File: config.mk
export PLATFORM = sky130hd
export DESIGN_NAME = imem_loader
export DESIGN_NICKNAME = d
export VERILOG_FILES = /design/src/rtl/imem_loader.sv
export SDC_FILE = /design/constraint.sdc
export NUM_CORES = 1
export LEC_CHECK = 0
export ABC_AREA = 0
export CAP_MARGIN = 10
export CORE_MARGIN = 2
export CORE_UTILIZATION = 49
export CTS_BUF_LIST = sky130_fd_sc_hd__clkbuf_4
export DETAILED_ROUTE_END_ITERATION = 8
export PLACE_DENSITY = 0.8
export SYNTH_ARGS = -nofsm -noshare
export SYNTH_HDL_FRONTEND = slang
export SYNTH_SLANG_ARGS = --single-unit
File: constraint.sdc
create_clock -name clk -period 6.9 [get_ports clk]
set_input_delay 1.725 -clock clk [delete_from_list [all_inputs] [get_ports clk]]
set_output_delay 1.725 -clock clk [all_outputs]
set_load 0.02 [all_outputs]
File: src/rtl/imem_loader.sv
// Boot loader for the instruction memory: takes a byte stream (16-bit word count,
// little-endian instructions, XOR checksum), writes the words and holds fetch until done.
module imem_loader #(
   parameter int          DEPTH_WORDS = 256,
   parameter logic [63:0] BASE_ADDR   = 64'd0
) (
   input  logic        clk,
   input  logic        rst,
   input  logic        load_req,
   input  logic        byte_valid,
   input  logic [7:0]  byte_data,
   output logic        byte_ready,
   output logic        imem_we,
   output logic [63:0] imem_addr,
   output logic [31:0] imem_wdata,
   output logic        core_hold,
   output logic        busy,
   output logic        done,
   output logic        err
);

   typedef enum logic [2:0] {IDLE, HDR0, HDR1, DATA, WRITE, CSUM, DONE, ERR} state_t;

   localparam logic [16:0] DEPTH = 17'(DEPTH_WORDS);

   state_t      state, nxt;
   logic [15:0] idx, cnt;
   logic [1:0]  lane;
   logic [7:0]  acc;
   logic [31:0] asm_q, asm_nxt;
   logic        accept;
   logic [16:0] hdr_n;
   logic [15:0] idx_inc;
   logic        restart;

   assign accept  = byte_valid && byte_ready;
   assign hdr_n   = {1'b0, byte_data, cnt[7:0]};
   assign idx_inc = idx + 16'd1;
   assign restart = load_req && (state == IDLE || state == DONE || state == ERR);

   // Assembly register with the incoming byte dropped into the current lane.
   always_comb begin
      asm_nxt = asm_q;
      asm_nxt[8*lane +: 8] = byte_data;
   end

   always_comb begin
      nxt = state;
      case (state)
         IDLE:  if (load_req) nxt = HDR0;
         HDR0:  if (accept) nxt = HDR1;
         HDR1:  if (accept) begin
                   if (hdr_n > DEPTH)       nxt = ERR;
                   else if (hdr_n == 17'd0) nxt = CSUM;
                   else                     nxt = DATA;
                end
         DATA:  if (accept && lane == 2'd3) nxt = WRITE;
         WRITE: nxt = (idx_inc == cnt) ? CSUM : DATA;
         CSUM:  if (accept) nxt = (byte_data == acc) ? DONE : ERR;
         DONE:  if (load_req) nxt = HDR0;
         ERR:   if (load_req) nxt = HDR0;
         default: nxt = IDLE;
      endcase
   end

   // All handshake/status outputs are decoded from the next state so they are
   // registered and line up with the state they describe.
   always_ff @(posedge clk) begin
      if (!rst) begin
         state      <= IDLE;
         byte_ready <= 1'b0;
         imem_we    <= 1'b0;
         busy       <= 1'b0;
         done       <= 1'b0;
         err        <= 1'b0;
         core_hold  <= 1'b1;
         imem_addr  <= BASE_ADDR;
         imem_wdata <= 32'd0;
         idx        <= 16'd0;
         cnt        <= 16'd0;
         lane       <= 2'd0;
         acc        <= 8'd0;
         asm_q      <= 32'd0;
      end else begin
         state      <= nxt;
         byte_ready <= (nxt == HDR0) || (nxt == HDR1) || (nxt == DATA) || (nxt == CSUM);
         busy       <= (nxt == HDR0) || (nxt == HDR1) || (nxt == DATA) ||
                       (nxt == WRITE) || (nxt == CSUM);
         done       <= (nxt == DONE);
         err        <= (nxt == ERR);
         core_hold  <= (nxt != DONE);
         imem_we    <= (nxt == WRITE);

         if (restart) begin
            idx  <= 16'd0;
            cnt  <= 16'd0;
            lane <= 2'd0;
            acc  <= 8'd0;
         end

         // The checksum byte itself is compared, not folded in.
         if (accept && state != CSUM)
            acc <= acc ^ byte_data;

         case (state)
            HDR0: if (accept) cnt[7:0]  <= byte_data;
            HDR1: if (accept) cnt[15:8] <= byte_data;
            DATA: if (accept) begin
                     asm_q <= asm_nxt;
                     lane  <= lane + 2'd1;
                     if (lane == 2'd3) begin
                        imem_wdata <= asm_nxt;
                        imem_addr  <= BASE_ADDR + 64'({idx, 2'b00});
                     end
                  end
            WRITE: idx <= idx_inc;
            default: ;
         endcase
      end
   end

endmodule
Word-level counts from Yosys, hierarchy flattened

Index checks and enable logic that the tools add are counted.

Add/sub/neg operators: 3
Reduce and logical (&&, ||, !) cells: 18
Bitwise gates (word level): 1
Shift-type cells: 2
Magnitude comparators: 1
Equality and inequality tests: 19
Mux-type cells: 23

Operators by type and width:

| operator                  | count |
|---|---|
| $mux W16                  | 3 |
| $mux W8                   | 6 |
| $neg A5 Y34               | 1 |
| $shift A8 B34 Y32 const A | 1 |
| $shiftx A8 B34 Y32        | 1 |
| $bwmux W32                | 1 |
| $eq A3 B3 Y1 const B      | 8 |
| $mux W3                   | 8 |
| $pmux W3 S6               | 1 |
| $logic_not A17 Y1         | 1 |
| $add A16 B1 Y16 const B   | 1 |
| $eq A16 B16 Y1            | 1 |
| $gt A16 B9 Y1 const B     | 1 |
| $eq A3 B2 Y1 const B      | 4 |
| $eq A8 B8 Y1              | 1 |
| $xor A8 B8 Y8             | 1 |
| $logic_or A1 B1 Y1        | 7 |
| $eq A3 B1 Y1 const B      | 2 |
| $mux W2                   | 3 |
| $ne A3 B3 Y1 const B      | 2 |
| $logic_and A1 B1 Y1       | 4 |
| $reduce_bool A2 Y1        | 2 |
| $logic_not A3 Y1          | 1 |
| $reduce_and A3 Y1         | 1 |
| other kinds (5)           | 5 |

Flip-flop bits (word level): 131
Output and inout bits: 102
Word-level logic and storage cells: 81

Logic depth before layout (Yosys ltp)

Word-level depth: 10
Mapped depth: 9
Depth with buffers taken out: 8

Worst setup path before layout

Ideal clock, no wire load.

Kind: input -> register
From: in byte_data[2]
To: reg busy
Data arrival time: 3.657 ns
Library setup time: 0.081 ns
Setup slack: 3.162 ns
Required time: 6.819 ns
Stages on the path: 8
Path through: buf_4 -> or4_4 -> nor4_2 -> or4b_1 -> a221o_1 -> clkinv_2 -> o21ai_1 -> a41oi_1

Word-level cells in the longest chain between the ends: 10
Elaborated cells between the ends (all ways): 18
Classes of those cells: 1 x order compare; 6 x eq/ne; 6 x mux; 5 x reduce/logical

RTL lines:

| what                                                                  | RTL line | text |
|---|---|---|
| from (decl)                                                           | 11       | `input logic [7:0] byte_data,` |
| parallel branches: the longest is 4 deep, another holds $gt A16 B9 Y1 | -        |  |
| $pmux W3 S6 *                                                         | 49       | `case (state)` |
| $eq A3 B1 Y1 / $eq A3 B2 Y1 (equally long branches)                   | 87       | `busy <= (nxt == HDR0) \|\| (nxt == HDR1) \|\| (nxt == DATA) \|\|` |
| $logic_or A1 B1 Y1 (3 in series)                                      | 87       |  |
| $logic_or A1 B1 Y1 *                                                  | 88       | `(nxt == WRITE) \|\| (nxt == CSUM);` |
| to (signal assigned)                                                  | 87       |  |
| to (decl)                                                             | 17       | `output logic busy,` |

Mark *: on every way between the ends.
A chain may end at the register's enable or synchronous reset.

Worst setup path in the final report

From: in byte_valid
To: reg imem_wdata[29]

Word-level cells in the longest chain between the ends: 2

RTL lines:

| what                        | RTL line | text |
|---|---|---|
| from (decl)                 | 10       | `input logic byte_valid,` |
| $logic_and A1 B1 Y1         | 36       | `assign accept = byte_valid && byte_ready;` |
| $reduce_and A3 Y1 (no line) | -        |  |
| to (signal assigned)        | 112      | `imem_wdata <= asm_nxt;` |
| to (decl)                   | 15       | `output logic [31:0] imem_wdata,` |

No other way between the ends.

==> out/metrics.yaml <==
status:
  outcome: "finished, final reports clean"
sta:
  hold_viol: 0
  finalCritPeriodShare_pct: 65.4
  drv_slew: 0
  hold_ws_ns: 0.466
  rsz0062_at_grt: "no"
  relSlewSlack_pct: 19.6
  setup_slack_ns: 2.39
  timing.final.crit_period_ns: 4.51
  clock-skew-final_ns: 0.0188
  tightest_slew_ns: 1.19
  setup_viol: 0
  fin_tns_setup_ns: 0
  fmax_mhz: 222
logic_synthesis:
  synth.most_common_cell: "nand2_1"
  synth_top_family_by_area: "simple AND/OR/NAND/NOR gates"
  synth-xor-area-share_pct: 4.26
  ys_ff_latch: 123
  syn_inst: 765
  synth-edff-count: 0
  ys.flop_type: "dfxtp_1"
  async_flop_share_pct: 0
  synth_area_per_cell_um2: 8.33
  synthMuxAreaShare_pct: 0.157
  synth_top_area_share_pct: 38.6
  synth_compound_area_share_pct: 21.4
  syn_area_mm2: 0.00637
  synth_top_cell_by_area: "dfxtp_1"
  yosys.area_share.adder_pct: 1.18
  synth.distinct_cells: 61
  synth-simple-area-share_pct: 24.0
  synth_common_cells: "138 x nand2_1, 123 x dfxtp_1, 50 x buf_4"
  yosysWarnings: 0
  synthTopCellsByArea: "dfxtp_1 39%, nand2_1 8.1%, o211a_1 7.5%, buf_4 5.9%, a21boi_0 4.9%"
  synth-seq-area-share_pct: 38.6
cts:
  cts_hold_buf: 0
  clk_pin_slew_ns: 0.12
  cts_setup_buffers: 0
  cts_made_buffers: 17
  clk_path_buf_depth: 2
  clock_latency_ns: 0.54
  cts_resized: 0
  tritoncts: "built"
  cts-root-buf: "clkbuf_4"
  cts-htree-levels: 4
  cts.sink_count: 123
floorplanning:
  die_y_um: 118
  die-area_mm2: 0.0139
  die_w_um: 118
  core_area_mm2: 0.0127
  start_util_pct: 50.3
  rows: 41
  ioPinCount: 114
global_routing:
  antenna_found_initial: 0
  grt_pass1_vias: 4730
  overflow: 0
  grt_max_degree: 66
  grt_pass1_wl_um: 23400
  grt_util_all_layers_pct: 20.5
cells_and_area:
  drive_gt1_share_pct: 6.58
  synthToLayoutAreaGrowth_pct: 11.5
  ff_latch_area_mm2: 0.00246
  antennaDiodeCount: 0
  finalNonFillerCells: 977
  stdcell_area_mm2: 0.00711
  multiInputGateArea_mm2: 0.00344
  nNetsFinal: 810
  fillCellCount: 1185
critical_path:
  critical_path.top_delay_family: "simple AND/OR/NAND/NOR gates"
  crit_cells: 8
  path_buf_inv: 2
  path_cells: "clkdlybuf4s50_1 > nand3_1 > nor2_2 > buf_4 > nand2_1 > nor4_1 > nand2_1 > a21boi_0"
  cp_max_fo: 51
  crit_path_end_kind: "register"
  path_class: "in -> reg"
  r2r_slack_ns: 3.43
  worstPathArrival_ns: 4.97
  slowest_stage: "nor4_1"
  cp-start-kind: "input pin"
  reg2regPathDepth: 7
  crit_top_cell: "nand2_1"
  cpPeakStageDelay_ns: 1.02
  cp_data_required_time_ns: 7.36
placed_design:
  dpl_worst_slack_ns: 1.90
  dp_cells: 945
  hpwl_um: 9560
  portBuffers: 65
  place.gp.congestion: 0.906
  place_area_mm2: 0.00683
hold_path:
  min_path_type: "reg -> reg"
  holdPathStages: 2
route:
  drc: 0
  drt_iter0_markers: 346
  vias: 5171
  vias_per_cell: 5.29
  drtPass1Iterations: 5
  ant_nets: 0
  drt-total-wl_um: 14100
  wl_per_cell_um: 14.4
flow_run:
  cap_viol_max_count: 0
power_and_ir_drop:
  leakage_nw: 3.05
  power_density_mw_per_mm2: 198
  ir_drop_mv: 0.113
==> layer usage <==
| layer | global-route usage, % | up-vias | share of wire [%] |
|---|---|---|---|
| met2 | 33.1 | 151 | 47 |
| li1 | - | 2613 | - |
| met4 | 8.81 | 0 | 2.5 |
| met1 | 26.1 | 2371 | 45 |
| met5 | 0 | - | 0 |
| met3 | 4.94 | 36 | 5.5 |
==> report_power, final <==
part,total [mW],leakage [nW],internal (mW),switching (mW)
combinational,0.171,1.91,0.0560,0.115
sequential,0.742,0.992,0.723,0.0190
clock,0.492,0.148,0.224,0.268
total,1.41,3.05,1.00,0.402
==> state kept, by name (all words and copies together) (netlist names) <==
| signal | cells |
|---|---|
| cnt | 16 |
| imem_we | 1 |
| core_hold | 1 |
| idx | 16 |
| imem_wdata | 32 |
| state | 3 |
| busy | 1 |
| imem_addr | 16 |
| asm_q | 24 |
| byte_ready | 1 |
| lane | 2 |
| acc | 8 |
| err | 1 |
| done | 1 |
==> per-stage QoR <==
step / utilization [%] / total power [mW]
after floorplan: - / 0.905
after global placement: 53.9 / 0.923
after detailed placement: 53.9 / 0.926
after CTS: 56.1 / 1.41
after global routing: 56.1 / 1.47
final: 56.1 / 1.41
==> final cells by class <==
cell class,count,area share [%]
timing repair buffer,71,9.72
inverter,7,0.387
sequential,123,34.7
clock inverter,12,1.74
tap,172,3.03
clock buffer,20,2.11
multi-input combinational,572,48.4
==> worst paths after layout <==
check,from,end
max,byte_valid,imem_wdata[29]
min,imem_wdata[25],imem_wdata[25]
max reg2reg,state[1],imem_wdata[29]
min reg2reg,imem_wdata[25],imem_wdata[25]
==> layout by cell type (no fill, tap or decap), drive strengths merged, types with 2 or more instances in the layout <==
master,Yosys,layout
o211a,48,48
o21a,2,2
inv,6,7
nor2b,42,42
xor2,9,9
bufinv,0,2
nand3,30,30
and3b,2,2
clkbuf,49,20
and3,7,7
o21ai,24,24
xnor2,22,22
dfxtp,123,123
clkinvlp,0,2
a31oi,2,2
a22oi,3,3
nor3,12,12
nand4,10,10
clkdlybuf4s50,0,64
buf,61,7
o211ai,3,3
a21oi,43,43
clkinv,1,8
or3,2,2
o22ai,4,4
and4,3,3
a21boi,45,45
conb,1,48
nand2b,2,2
and2,6,6
nand2,138,138
nor3b,10,10
or4,5,5
ha,6,6
nand3b,3,3
nor4,9,9
nor2,16,16
==> worst min-delay path: cells and delay by family (launching register included) <==
| family | cells | cell delay (ns) |
|---|---|---|
| flip-flops | 1 | 0.33 |
| AO/OA/AOI/OAI | 1 | 0.05 |
| AND/OR/NAND/NOR | 1 | 0.05 |
==> logic make-up after synthesis <==
logic type | after synthesis
AOI/OAI and AO/OA | 184
xor gates and xnor gates | 31
adders and majority gates | 6
buffers and inverters | 117
DFF | 123
muxes | 1
other | 1
and+or+nand+nor | 302
No activity file was read; power rests on OpenSTA's default activity.
